**config.mk**
```make
export PLATFORM = sky130hd
export DESIGN_NAME = line_sensor_encoder
export DESIGN_NICKNAME = d
export VERILOG_FILES = /design/src/rtl/line_sensor_encoder.sv
export SDC_FILE = /design/constraint.sdc
export NUM_CORES = 1
export LEC_CHECK = 0
export CORE_UTILIZATION = 40
export DETAILED_ROUTE_END_ITERATION = 10
export GPL_TIMING_DRIVEN = 0
export PLACE_DENSITY_LB_ADDON = 0.05
export SLEW_MARGIN = 15
export SYNTH_ARGS = -nofsm -noshare
export SYNTH_HDL_FRONTEND = slang
export SYNTH_SLANG_ARGS = --single-unit
export TNS_END_PERCENT = 20
```
**constraint.sdc**
```tcl
create_clock -name clk -period 4.97 [get_ports clk]
set_input_delay 0.994 -clock clk [delete_from_list [all_inputs] [get_ports clk]]
set_output_delay 0.994 -clock clk [all_outputs]
set_load 0.005 [all_outputs]
```
**src/rtl/line_sensor_encoder.sv**
```systemverilog
// Line-follower encoder: samples an 8-bit reflectance array, debounces the class, and drives a steering command.
// Optional LINE_SEARCH_EN: on line loss, keep steering toward the last turn for SEARCH_SAMPLES ticks before stopping.
module line_sensor_encoder #(
   parameter int unsigned SAMPLE_DIV       = 5000,
   parameter int unsigned DEBOUNCE_SAMPLES = 4,
   parameter int unsigned SEARCH_SAMPLES   = 64
) (
   input  logic       clk,
   input  logic       reset_n,
   input  logic       enable,
   input  logic [7:0] sensor,
   output logic [1:0] direction_command,
   output logic       cmd_valid,
   output logic       line_lost
);

   localparam int unsigned DIV_W  = (SAMPLE_DIV > 2) ? $clog2(SAMPLE_DIV) : 1;
   localparam int unsigned RUN_W  = 4;
   localparam int unsigned SRCH_W = 8;

   localparam logic [2:0] CLS_STRAIGHT = 3'd0;
   localparam logic [2:0] CLS_RIGHT    = 3'd1;
   localparam logic [2:0] CLS_LEFT     = 3'd2;
   localparam logic [2:0] CLS_STOP     = 3'd3;
   localparam logic [2:0] CLS_LOST     = 3'd4;

   localparam logic [1:0] CMD_STOP = 2'd3;

   typedef enum logic [1:0] {
      ST_TRACK   = 2'd0,
      ST_STOPPED = 2'd1
`ifdef LINE_SEARCH_EN
      , ST_SEARCH = 2'd2
`endif
   } state_t;

   if (SAMPLE_DIV < 2) begin : g_bad_div
      $error("SAMPLE_DIV must be >= 2");
   end
   if (DEBOUNCE_SAMPLES < 1 || DEBOUNCE_SAMPLES > 15) begin : g_bad_deb
      $error("DEBOUNCE_SAMPLES must be 1..15");
   end
   if (SEARCH_SAMPLES < 1 || SEARCH_SAMPLES > 255) begin : g_bad_srch
      $error("SEARCH_SAMPLES must be 1..255");
   end

   logic [DIV_W-1:0] r_div_cnt;
   logic             w_tick;
   logic [3:0]       w_pop;
   logic [1:0]       w_left;
   logic [1:0]       w_right;
   logic [2:0]       w_class;
   logic [2:0]       r_prev_class;
   logic [RUN_W-1:0] r_run;
   logic [RUN_W-1:0] w_run_next;
   logic             w_same;
   logic             w_commit;
   state_t           r_state;
   logic [1:0]       r_dir;
   logic             r_cmd_valid;
   logic             r_line_lost;
`ifdef LINE_SEARCH_EN
   logic [1:0]        r_last_turn;
   logic [1:0]        w_turn_code;
   logic [SRCH_W-1:0] r_search_cnt;
`endif

   // Free-running sample divider
   assign w_tick = (r_div_cnt == DIV_W'(SAMPLE_DIV - 1));

   always_ff @(posedge clk or negedge reset_n) begin
      if (!reset_n)    r_div_cnt <= '0;
      else if (w_tick) r_div_cnt <= '0;
      else             r_div_cnt <= r_div_cnt + DIV_W'(1);
   end

   // Classification; center bits 4:3 only count toward the STOP popcount
   always_comb begin
      w_pop = '0;
      for (int i = 0; i < 8; i++) w_pop = w_pop + 4'(sensor[i]);
      w_left  = 2'(sensor[7]) + 2'(sensor[6]) + 2'(sensor[5]);
      w_right = 2'(sensor[2]) + 2'(sensor[1]) + 2'(sensor[0]);
      w_class = CLS_STRAIGHT;
      if (sensor == 8'd0)          w_class = CLS_LOST;
      else if (w_pop >= 4'd6)      w_class = CLS_STOP;
      else if (w_right > w_left)   w_class = CLS_RIGHT;
      else if (w_left > w_right)   w_class = CLS_LEFT;
   end

   // Commit only on the tick the run first reaches its target, not while it stays saturated
   assign w_same     = (w_class == r_prev_class);
   assign w_run_next = !w_same ? RUN_W'(1) :
                       (r_run == RUN_W'(DEBOUNCE_SAMPLES)) ? r_run : r_run + RUN_W'(1);
   assign w_commit   = w_tick && enable && (w_run_next == RUN_W'(DEBOUNCE_SAMPLES)) &&
                       !(w_same && (r_run == RUN_W'(DEBOUNCE_SAMPLES)));

   always_ff @(posedge clk or negedge reset_n) begin
      if (!reset_n) begin
         r_prev_class <= CLS_LOST;
         r_run        <= '0;
      end else begin
         if (w_tick) r_prev_class <= w_class;
         if (!enable)     r_run <= '0;
         else if (w_tick) r_run <= w_run_next;
      end
   end

`ifdef LINE_SEARCH_EN
   assign w_turn_code = (r_last_turn == 2'd0) ? CMD_STOP : r_last_turn;
`endif

   // Control FSM with registered command outputs
   always_ff @(posedge clk or negedge reset_n) begin
      if (!reset_n) begin
         r_state     <= ST_STOPPED;
         r_dir       <= CMD_STOP;
         r_cmd_valid <= 1'b0;
         r_line_lost <= 1'b0;
`ifdef LINE_SEARCH_EN
         r_last_turn  <= 2'd0;
         r_search_cnt <= '0;
`endif
      end else begin
         r_cmd_valid <= 1'b0;
         if (!enable) begin
            r_state     <= ST_STOPPED;
            r_dir       <= CMD_STOP;
            r_cmd_valid <= (r_dir != CMD_STOP);
            r_line_lost <= 1'b0;
`ifdef LINE_SEARCH_EN
            r_search_cnt <= '0;
`endif
         end else if (w_commit && (w_class != CLS_LOST)) begin
            r_state     <= ST_TRACK;
            r_dir       <= w_class[1:0];
            r_cmd_valid <= (r_dir != w_class[1:0]);
            r_line_lost <= 1'b0;
`ifdef LINE_SEARCH_EN
            r_search_cnt <= '0;
            r_last_turn  <= (w_class == CLS_RIGHT || w_class == CLS_LEFT) ? w_class[1:0] : 2'd0;
`endif
         end else if (w_commit && (r_state == ST_TRACK)) begin
`ifdef LINE_SEARCH_EN
            r_state      <= ST_SEARCH;
            r_search_cnt <= SRCH_W'(SEARCH_SAMPLES);
            r_dir        <= w_turn_code;
            r_cmd_valid  <= (r_dir != w_turn_code);
`else
            r_state      <= ST_STOPPED;
            r_dir        <= CMD_STOP;
            r_cmd_valid  <= (r_dir != CMD_STOP);
`endif
            r_line_lost  <= 1'b1;
`ifdef LINE_SEARCH_EN
         end else if (w_tick && (r_state == ST_SEARCH)) begin
            if (r_search_cnt <= SRCH_W'(1)) begin
               r_state      <= ST_STOPPED;
               r_search_cnt <= '0;
               r_dir        <= CMD_STOP;
               r_cmd_valid  <= (r_dir != CMD_STOP);
            end else begin
               r_search_cnt <= r_search_cnt - SRCH_W'(1);
            end
`endif
         end
      end
   end

   assign direction_command = r_dir;
   assign cmd_valid         = r_cmd_valid;
   assign line_lost         = r_line_lost;

endmodule

```
# After elaboration in Yosys (flattened, before gate mapping)

Index checks and enable logic that the tools add are counted.

Output and inout port bits: 4
Register bits: 26
Bits of input ports: 11
Word-level logic and storage cells: 62

$add $sub $neg: 13
Order comparisons: 3
Reductions and logical operators: 9
Muxes and demuxes: 21
Equal/unequal tests: 9

Operator list:

| operator                | number |
|---|---|
| $mux W2                 | 9 |
| $add A4 B1 Y4           | 4 |
| $mux W4                 | 4 |
| $add A13 B1 Y13 const B | 1 |
| $eq A13 B13 Y1 const B  | 1 |
| $mux W13                | 1 |
| $eq A4 B3 Y1 const B    | 2 |
| $logic_not A8 Y1        | 1 |
| $add A1 B1 Y2           | 3 |
| $logic_and A1 B1 Y1     | 6 |
| $mux W1                 | 6 |
| $add A2 B1 Y2           | 2 |
| $add A3 B1 Y4           | 1 |
| $add A4 B1 Y4 const B   | 1 |
| $ge A4 B3 Y1 const B    | 1 |
| $gt A2 B2 Y1            | 2 |
| $add A2 B1 Y3           | 1 |
| $eq A3 B3 Y1            | 1 |
| $mux W3                 | 1 |
| $ne A3 B1 Y1 const B    | 1 |
| $ne A3 B3 Y1 const B    | 1 |
| $logic_not A2 Y1        | 1 |
| $ne A2 B1 Y1 const B    | 1 |
| $ne A2 B2 Y1            | 1 |
| 2 further kinds         | 2 |

# Logic depth before layout (Yosys ltp)

Gate-level depths: netlist of the first run.

Word-level depth: 19
Depth in mapped cells: 13

# Worst setup path after synthesis of the first run

No wires, ideal clock.

Path type: in2reg
From: in sensor[0]
To: reg r_dir[0] (netlist: direction_command[0])
Setup slack: 0.055 ns
Data arrival time: 4.818 ns
Buffers on the path: 0
Data required time: 4.873 ns
Stages on the path: 13
Path through: inv_1 -> fa_1 -> fa_1 -> fa_1 -> inv_1 -> ha_1 -> fa_1 -> nor2b_1 -> o31a_1 -> or4_4 -> a311oi_4 -> and3_4 -> a32oi_1

Word-level cells in the longest chain between the ends: 18
Elaborated cells between the ends (all ways): 29
Those cells by class: 8 x add/sub; 3 x order compare; 4 x eq/ne; 7 x mux; 7 x reduce/logical

Ends and longest elaborated chain:

| what                              | RTL line | RTL |
|---|---|---|
| start, declared                   | 11       | `input logic [7:0] sensor,` |
| $add A1 B1 Y2                     | 80       | `for (int i = 0; i < 8; i++) w_pop = w_pop + 4'(sensor[i]);` |
| $add A2 B1 Y3                     | 80       |  |
| $add A3 B1 Y4                     | 80       |  |
| $add A4 B1 Y4 (4 in series)       | 80       |  |
| $ge A4 B3 Y1                      | 85       | `else if (w_pop >= 4'd6) w_class = CLS_STOP;` |
| $mux W2                           | 85       |  |
| $mux W3 (*)                       | 84       | `if (sensor == 8'd0) w_class = CLS_LOST;` |
| $eq A3 B3 Y1                      | 91       | `assign w_same = (w_class == r_prev_class);` |
| $mux W4                           | 92       | `assign w_run_next = !w_same ? RUN_W'(1) :` |
| $eq A4 B3 Y1                      | 94       | `assign w_commit = w_tick && enable && (w_run_next == RUN_W'(DEBOUNCE_SAMPLES)) &&` |
| $logic_and A1 B1 Y1 (2 in series) | 94       |  |
| $logic_and A1 B1 Y1               | 133      | `end else if (w_commit && (w_class != CLS_LOST)) begin` |
| $mux W2                           | 133      |  |
| $mux W2                           | 125      | `if (!enable) begin` |
| end signal, assigned              | 135      | `r_dir <= w_class[1:0];` |
| end, declared                     | 59       | `logic [1:0] r_dir;` |

Mark *: on every way between the ends. The rest lies on a longest branch, timed or not.
A chain may end at the register's enable or synchronous reset.

# Final worst setup path of the first run

From: in sensor[0]
To: reg r_line_lost (netlist: line_lost)

Word-level cells in the longest chain between the ends: 18
Elaborated cells between the ends (all ways): 29
Those cells by class: 8 x add/sub; 3 x order compare; 4 x eq/ne; 7 x mux; 7 x reduce/logical

Ends and longest elaborated chain:

| what                              | RTL line | RTL |
|---|---|---|
| $add A1 B1 Y2                     | 80       |  |
| $add A2 B1 Y3                     | 80       |  |
| $add A3 B1 Y4                     | 80       |  |
| $add A4 B1 Y4 (4 in series)       | 80       |  |
| $ge A4 B3 Y1                      | 85       |  |
| $mux W2                           | 85       |  |
| $mux W3 (*)                       | 84       |  |
| $eq A3 B3 Y1                      | 91       |  |
| $mux W4                           | 92       |  |
| $eq A4 B3 Y1                      | 94       |  |
| $logic_and A1 B1 Y1 (2 in series) | 94       |  |
| $logic_and A1 B1 Y1               | 133      |  |
| $mux W1                           | 133      |  |
| $mux W1                           | 125      |  |
| end signal, assigned              | 129      | `r_line_lost <= 1'b0;` |
| end signal, assigned              | 137      | `r_line_lost <= 1'b0;` |
| end signal, assigned              | 153      | `r_line_lost <= 1'b1;` |
| end, declared                     | 61       | `logic r_line_lost;` |

Marks and branches as above.

==> qor.yml, run 1 <==
status:
  status: "complete, no violations"
floorplan:
  num_rows: 23
  design.core.area_mm2: 0.00403
  die_w_um: 66.9
  num_io_pins: 15
  die_area_mm2: 0.00448
  start_util_pct: 41.8
  die_height_um: 66.9
sta:
  finalHoldViolations: 0
  final.period_utilization_pct: 97.6
  worstMarginPinSlew_ps: 616
  skew_ps: 4.65
  finalMaxSlewViolations: 0
  slew_headroom_pct: 58.8
  hold-worst-slack_ps: 467
  rsz0062_at_grt: "yes"
  setup_tns_ps: 0
  fmax_ghz: 0.206
  finalSetupViolCount: 0
  period_minus_slack_ps: 4850
power:
  powerDensity_mw_per_mm2: 237
  p_total_w: 0.000485
  p_leak_nw: 0.950
  peakVddDrop_v: 0.000125
placement:
  gp_congestion: 0.758
  port_buffers: 14
  dpl_cell_area_mm2: 0.00189
  dp_hpwl_um: 2480
  dp_cells: 242
yosys:
  syn-cell-area_mm2: 0.00169
  yosys.area_share.simple_pct: 23.8
  netlist_instances: 178
  synthArstFlopShare_pct: 100
  avgSynthCellArea_um2: 9.47
  ys_top_cells_by_count: "nor2_1, dfrtp_1, inv_1"
  ys_seq_area_share_pct: 37.4
  synth_top_family_by_area: "simple AND/OR/NAND/NOR gates"
  synth_mux_area_share_pct: 1.26
  synthTopCellsByArea: "dfrtp_1, fa_1, ha_1"
  yosys_warnings: 0
  synth-compound-area-share_pct: 13.5
  ys_types: 47
  synth_area_leader_cell: "dfrtp_1"
  synth_fa_ha_area_share_pct: 13.8
  yosysMostFrequentCell: "nor2_1"
  synthFlopType: "dfrtp_1"
  syn-num-nets: 204
  ys_ff_latch: 25
  synth_top_area_share_pct: 31.2
  synth-edff-count: 0
  synth_xor_area_share_pct: 5.72
global_routing:
  grt_pass1_wl_um: 5620
  overflow: 0
  grt_util_all_layers_pct: 16.7
  grt_pass1_vias: 1248
  antenna_found_initial: 0
  grt_max_degree: 26
route:
  drt_pre_antenna_iters: 4
  drcViolationCount: 0
  antenna_left: 0
  wire_per_inst_um: 13.7
  wl_um: 3480
  via_count: 1367
  drt_iter0_markers: 49
  viasPerCell: 5.38
critical_path:
  startpoint_type: "input port"
  arrival_ps: 5040
  cp_max_fo: 3
  r2r_slack_ps: 2540
  crit_required_ps: 5150
  cp-end-kind: "flop"
  crit_type: "in -> reg"
cts:
  cts_num_sinks: 25
  htreeDepth: 1
  cts_tree: "yes"
  clock-root-buffer: "clkbuf_8"
  cts_hold_buffers: 0
  worstSkewPairLatency_ps: 260
  cts_buffer_depth: 2
  cts.clk_slew.worst_paths_ps: 90
  cts_buffers: 3
min_path:
  worstHoldPathType: "reg -> reg"
cells_and_area:
  instances_no_fill: 254
  drive_gt1_share_pct: 15.7
  antennaDiodeCount: 0
  final_area_mm2: 0.00205
  final_nets: 231
  area_growth_pct: 21.4
flow_run:
  max-cap-violations: 0
-- final cells by class --
class,count,area [µm²]
Clock buffer,4,45.0
Fill cell,377,1980
Sequential cell,25,631
Tap cell,50,62.6
Buffer,2,7.51
Timing Repair Buffer,21,194
Inverter,18,72.6
Multi-Input combinational cell,134,1030
-- layer usage --
layer / track usage (%) / routed length [µm] / up-vias
li1: - / - / 677
met1: 22.4 / 1630 / 663
met2: 28.4 / 1720 / 23
met3: 2.05 / 102 / 4
met4: 3.99 / 25 / 0
met5: 0 / 0 / -
-- registers in the layout, summed over array words and instances, names as in the netlist --
register and cells:
r_run 4, r_state 1, r_prev_class 3, r_div_cnt 13, direction_command 2, cmd_valid 1
line_lost 1
-- cells in the final DEF (no fill, tap or decap), types with 3 or more instances in the layout --
master,n
nor2_1,22
dfrtp_1,21
inv_1,16
nand2_1,12
nand3_1,9
ha_1,8
clkdlybuf4s50_1,8
a21oi_1,7
buf_4,7
xor2_1,6
fa_1,6
xnor2_1,5
nor2b_1,5
o21ai_0,5
nand4_1,4
dfstp_2,4
and2_1,3
clkbuf_1,3
nor3_1,3
nand3b_1,3
clkbuf_8,3
-- repair_timing --
| item | 4_1_cts | 5_1_grt |
|---|---|---|
| cloned | 1 | 0 |
| gates resized for setup | 12 | 17 |
| pin swaps | 7 | 9 |
| setup buffers | 4 | 3 |
| endpoints found under the setup margin | 9 | 9 |
-- through the flow --
stage | worst slack (ps) | util [%]
after global routing | -11.0 | 50.8
after CTS | 15.4 | 50.0
after detailed placement | -806 | 46.9
final | 118 | 50.8
after floorplan | 54.5 | -
after global placement | -780 | 46.9
-- worst max-delay path, cell delays in order --
cell	delay, ps
buf_8	80
inv_4	30
fa_1	540
fa_1	440
fa_1	510
inv_1	40
ha_2	170
fa_1	450
nor2b_1	140
o31a_1	280
or4_4	540
a311oi_4	370
buf_4	190
a31oi_1	70
nor3b_1	180
-- worst paths after layout --
check	from	endpoint	cells past startpoint
hold / removal	r_div_cnt[0]	r_div_cnt[0]	1
setup reg to reg	r_div_cnt[3]	direction_command[0]	6
max in group asynchronous	reset_n	r_prev_class[2]	1
hold reg to reg	r_div_cnt[0]	r_div_cnt[0]	1
setup / recovery	sensor[0]	line_lost	15
min in group asynchronous	reset_n	cmd_valid	1
-- kinds of logic (layout without fill, tap and decap cells) --
group | Yosys count | count (layout)
xor+xnor | 11 | 11
fa+ha+maj | 15 | 15
mux | 2 | 2
simple gates | 75 | 75
flops | 25 | 25
compound gates | 30 | 31
buf+inv | 20 | 45
-- power by group --
part	internal [W]	switching [W]	total, W	leakage [nW]
clock	0.0000572	0.0000602	0.000117	0.0228
combinational	0.0000778	0.0000868	0.000165	0.617
sequential	0.000203	0.000000000000000000123	0.000203	0.310
Note: power is estimated with default switching activity, not from simulation.
==> inputs of run 2 (changes only) <==
CORE_ASPECT_RATIO = 0.75   (was unset)
==> run 2 against run 1 <==
  * Power decreased by 1.4%
  * Critical path depth unchanged
  * Utilization decreased by 2.1 points
  * Global-route usage increased by 1.5 points
  * Cell area decreased by 3.5%
  * Wire length increased by 4.2%
  * Clock-buffer cell count unchanged
  * First-iteration DRC count increased by 61%
==> qor.yml, run 2 (synthesized netlist as in run 1, its figures left out) <==
placement:
  dpl_cell_area_mm2: 0.00189  # +0.33%
  port_buffers: 14  # unchanged
  dp_hpwl_um: 2840  # +14%
  gp_congestion: 0.797  # +5.2%
cells_and_area:
  area_growth_pct: 17.1
  final_nets: 226  # -2.2%
  final_common_cell: "nor2_1"
  final_util_pct: 48.7  # -2.1 points
  num-fill-cells: 416  # +10%
  top_regs: "r_div_cnt x13, r_run x4, r_prev_class x3"
  final_area_mm2: 0.00197  # -3.5%
  largest_reg_flops: 13  # unchanged
  antennaDiodeCount: 0  # unchanged
  drive_gt1_share_pct: 14.6  # -1.1 points
  regMostFlops: "r_div_cnt"
  layout_common_cells: "nor2_1, dfrtp_1, inv_1"
floorplan:
  num_rows: 20  # -13%
  start_util_pct: 41.6  # -0.26 points
  die_area_mm2: 0.00448  # about the same
  die_w_um: 77.0  # +15%
  die_height_um: 58.2  # -13%
  num_io_pins: 15  # unchanged
  design.core.area_mm2: 0.00405  # +0.62%
route:
  wire_per_inst_um: 14.3  # +4.2%
  drt_iter0_markers: 79  # +61%
  drcViolationCount: 0  # unchanged
  via_count: 1342  # -1.8%
  drt_pre_antenna_iters: 4  # unchanged
  antenna_left: 0  # unchanged
  viasPerCell: 5.28  # -1.8%
  wl_um: 3630  # +4.2%
global_routing:
  grt_pass1_vias: 1348  # +8.0%
  grt_max_degree: 26  # unchanged
  grt_pass1_wl_um: 6420  # +14%
  grt_util_all_layers_pct: 18.3  # +1.5 points
  overflow: 0  # unchanged
  antenna_found_initial: 0  # unchanged
cts:
  cts_buffers: 3  # unchanged
  cts_tree: "yes"
  cts.clk_slew.worst_paths_ps: 80  # about the same
  cts_num_sinks: 25  # unchanged
  cts_buffer_depth: 2  # unchanged
  clock-root-buffer: "clkbuf_8"
  worstSkewPairLatency_ps: 260  # about the same
  htreeDepth: 1  # unchanged
sta:
  slew_headroom_pct: 55.9  # -2.9 points
  finalMaxSlewViolations: 0  # unchanged
  finalSetupViolCount: 0  # unchanged
  fmax_ghz: 0.207  # +0.53%
  finalHoldViolations: 0  # unchanged
  final.period_utilization_pct: 97.1  # -0.51 points
  setup_tns_ps: 0  # unchanged
  hold-worst-slack_ps: 464  # -2.61 ps
  worstMarginPinSlew_ps: 660  # +43.8 ps
  skew_ps: 1.25  # -3.40 ps
  period_minus_slack_ps: 4830  # -25.4 ps
min_path:
  worstHoldPathType: "reg -> reg"
critical_path:
  cp_max_fo: 8  # +5
  crit_type: "in -> reg"
  startpoint_type: "input port"
  arrival_ps: 5000  # -40 ps
  crit_required_ps: 5140  # about the same
  cp-end-kind: "flop"
status:
  status: "complete, no violations"
power:
  powerDensity_mw_per_mm2: 242  # +2.2%
  peakVddDrop_v: 0.000183  # +47%
  p_leak_nw: 0.897  # -5.6%
flow_run:
  max-cap-violations: 0  # unchanged
## run 2: cell count changes in the layout (fill, tap and decap cells not counted), sizes merged
cell           before  now
buf                10    7
a311oi              2    1
clkdlybuf4s50       8   10
clkbuf              7    6
dlymetal6s2s        2    0
## run 2: report_power, final
| part | total [W] | switching [W] | internal, W |
|---|---|---|---|
| sequential | 0.000203 | 0.000000000000000000133 | 0.000203 |
| combinational | 0.000155 | 0.0000821 | 0.0000733 |
| clock | 0.000119 | 0.0000622 | 0.0000573 |
| total | 0.000478 | 0.000144 | 0.000334 |
## run 2: final timing paths
check	from	endpoint	slack (ps)	cells past startpoint
max	sensor[3]	direction_command[0]	140	15
min	r_div_cnt[0]	r_div_cnt[0]	460	1
max reg2reg	r_div_cnt[3]	direction_command[0]	2420	6
min reg2reg	r_div_cnt[0]	r_div_cnt[0]	460	1
max in group asynchronous	reset_n	direction_command[0]	3900	1
min in group asynchronous	reset_n	r_div_cnt[5]	700	1
## run 2: timing repair
action,in CTS,in global routing
endpoints found under the hold margin,0,0
gates resized for setup,21,2
setup endpoints to repair,9,9
buffers inserted,1,2
hold buffers,0,0
pin swaps,9,6
## run 2: per-layer routing
layer  vias up  wire, µm  track usage (%)
met5         -         0                0
met4         0         0             3.85
met3         0       115             3.62
met2        23      1530             26.1
met1       658      1980             28.1
li1        661         -                -
## run 2: stage by stage
step | total power [W] | std cells | setup slack, ps
2_1_floorplan | 0.000290 | 178 | 54.5
3_3_place_gp | 0.000325 | 247 | -804
3_5_place_dp | 0.000330 | 247 | -845
4_1_cts | 0.000464 | 252 | 13.5
5_1_grt | 0.000506 | 254 | -1.86
6_report | 0.000478 | 254 | 144
## run 2: layout make-up
cell class              count  area [µm²]  area share, %
multi-input cells         133        1010           51.0
flip-flops and latches     25         631           32.0
repair buffers             17         146           7.42
well taps                  55        68.8           3.49
inverters                  18        67.6           3.42
clock buffers               4        45.0           2.28
plain buffers               2        7.51          0.380
## run 2: worst max-delay path, stage by stage
cell and delay (ps):
buf_2 100, inv_2 40, fa_1 550, fa_1 440
fa_1 530, inv_2 50, ha_4 160, fa_1 460
nor2b_4 140, o31a_1 290, or4_4 440, a311oi_4 310
buf_6 170, and3_4 210, a32oi_2 110
==> inputs of run 3 (changes only) <==
CORE_UTILIZATION = 61   (was 40)
==> run 3 against run 2 <==
  * Wire length shrank 1.1%
  * Clock-buffer cell count shrank 1
  * Clock power is essentially flat
  * Clock skew grew 5.1 ps
  * Combinational power is essentially flat
  * Critical path type unchanged
  * Highest routed layer is now met4
==> qor.yml, run 3 (synthesized netlist as in run 1, its figures left out) <==
global_routing:
  overflow: 0  # unchanged
  grt_util_all_layers_pct: 25.8  # +7.6 points
  antenna_found_initial: 0  # unchanged
  grt_pass1_wl_um: 5840  # -8.9%
  grt_max_degree: 26  # unchanged
  grt_pass1_vias: 1296  # -3.9%
critical_path:
  arrival_ps: 5070  # +70 ps
  r2r_start: "r_div_cnt[4]"
  cp-end-kind: "flop"
  crit_required_ps: 5160  # +20 ps
  cp_max_fo: 5  # -3
  cp-endpoint: "line_lost"
  r2r-end: "direction_command[0]"
  crit_type: "in -> reg"
  startpoint_type: "input port"
  r2r_slack_ps: 2350  # -70 ps
  reg2reg_depth: 6  # unchanged
  startpoint: "sensor[1]"
sta:
  rsz0062_at_grt: "yes"
  slew_headroom_pct: 53.7  # -2.2 points
  period_minus_slack_ps: 4880  # +53.0 ps
  worstMarginPinSlew_ps: 693  # +33.8 ps
  setup_tns_ps: 0  # unchanged
  finalMaxSlewViolations: 0  # unchanged
  finalWorstSetupSlack_ps: 90.5  # -53.0 ps
  finalHoldViolations: 0  # unchanged
  fmax_ghz: 0.205  # -1.1%
  finalSetupViolCount: 0  # unchanged
  final.period_utilization_pct: 98.2  # +1.1 points
  skew_ps: 6.39  # +5.13 ps
min_path:
  worstHoldPathType: "reg -> reg"
  hp-start: "r_div_cnt[0]"
cells_and_area:
  num-fill-cells: 186  # -55%
  drive_gt1_share_pct: 16.5  # +1.9 points
  regMostFlops: "r_div_cnt"
  final_common_cell: "nor2_1"
  area_growth_pct: 17.8
  top_regs: "r_div_cnt x13, r_run x4, r_prev_class x3"
  instances_no_fill: 236  # -7.1%
  largest_reg_flops: 13  # unchanged
  layout_common_cells: "nor2_1, dfrtp_1, inv_1"
  antennaDiodeCount: 0  # unchanged
  final_util_pct: 75.7  # +27 points
  final_nets: 227  # +0.44%
floorplan:
  start_util_pct: 64.3  # +23 points
  die_height_um: 47.5  # -18%
  num_io_pins: 15  # unchanged
  design.core.area_mm2: 0.00262  # -35%
  die_area_mm2: 0.00298  # -33%
  num_rows: 16  # -20%
  die_w_um: 62.7  # -19%
power:
  p_leak_nw: 0.925  # +3.1%
  powerDensity_mw_per_mm2: 241  # -0.53%
  p_total_w: 0.000479  # about the same
  peakVddDrop_v: 0.000225  # +23%
cts:
  cts_num_sinks: 25  # unchanged
  cts_tree: "yes"
  worstSkewPairLatency_ps: 270  # about the same
  cts_buffer_depth: 2  # unchanged
  htreeDepth: 1  # unchanged
  clock-root-buffer: "clkbuf_8"
  cts_hold_buffers: 0  # unchanged
  cts.clk_slew.worst_paths_ps: 80  # about the same
  cts_buffers: 3  # unchanged
route:
  drcViolationCount: 0  # unchanged
  antenna_left: 0  # unchanged
  via_count: 1366  # +1.8%
  viasPerCell: 5.79  # +9.6%
  wire_per_inst_um: 15.2  # +6.4%
  drt_iter0_markers: 106  # +34%
  wl_um: 3590  # -1.1%
  drt_pre_antenna_iters: 5  # +1
status:
  status: "complete, no violations"
flow_run:
  max-cap-violations: 0  # unchanged
placement:
  dp_hpwl_um: 2650  # -6.7%
  port_buffers: 14  # unchanged
  dp_cells: 228  # -7.7%
  gp_congestion: 0.824  # +3.3%
  detailedPlace.worstSlack_ps: -809  # +35.8 ps
## run 3: timing repair
action,4_1_cts,5_1_grt
endpoints found under the setup margin,9,9
pin swaps,10,9
buffers inserted,2,2
resized for setup,18,11
## run 3: how the worst min path moves through the flow
| stage | endpoint | slack [ps] | cells after the start |
|---|---|---|---|
| global route | r_div_cnt[0] | 490 | 1 |
| global placement | r_div_cnt[0] | 450 | 1 |
| CTS | r_div_cnt[0] | 470 | 1 |
| finish | r_div_cnt[0] | 480 | 1 |
| floorplan | r_div_cnt[0] | 430 | 1 |
| detailed placement | r_div_cnt[0] | 450 | 1 |
## run 3: layout make-up
| type | count | area (µm²) | area share [%] |
|---|---|---|---|
| Buffer | 2 | 7.51 | 0.378 |
| Clock buffer | 3 | 41.3 | 2.08 |
| Clock inverter | 1 | 7.51 | 0.378 |
| Inverter | 18 | 70.1 | 3.53 |
| Multi-Input combinational cell | 133 | 1020 | 51.2 |
| Sequential cell | 25 | 631 | 31.8 |
| Tap cell | 36 | 45.0 | 2.27 |
| Timing Repair Buffer | 18 | 168 | 8.44 |
## run 3: per-stage QoR
step	hold slack, ps	cell area (µm²)
finish	475	1990
global route	494	1990
CTS	472	1930
detailed placement	453	1870
global placement	446	1870
floorplan	433	1690
## run 3: power by group
group | internal, W | switching [W] | total [W]
combinational | 0.0000738 | 0.0000822 | 0.000156
clock | 0.0000567 | 0.0000627 | 0.000119
sequential | 0.000203 | 0.000000000000000000133 | 0.000203
total | 0.000334 | 0.000145 | 0.000479
## run 3: per-layer routing
metal,share of wire [%],wire length (µm),vias up,global-route usage [%]
met2,48,1710,30,45.2
met1,47,1700,667,34.5
met4,0.22,8,0,3.26
met5,0,0,-,0
li1,-,-,667,-
met3,4.6,164,2,6.19
## run 3: critical path, stage by stage
cell and delay, ps:
buf_2 110, inv_2 50, fa_1 500, fa_1 430, fa_1 490, inv_1 40
ha_2 170, fa_1 460, nor2b_4 140, o31a_1 310, or4_4 520, a311oi_4 370
buf_4 200, a31oi_4 90, nor3b_2 200
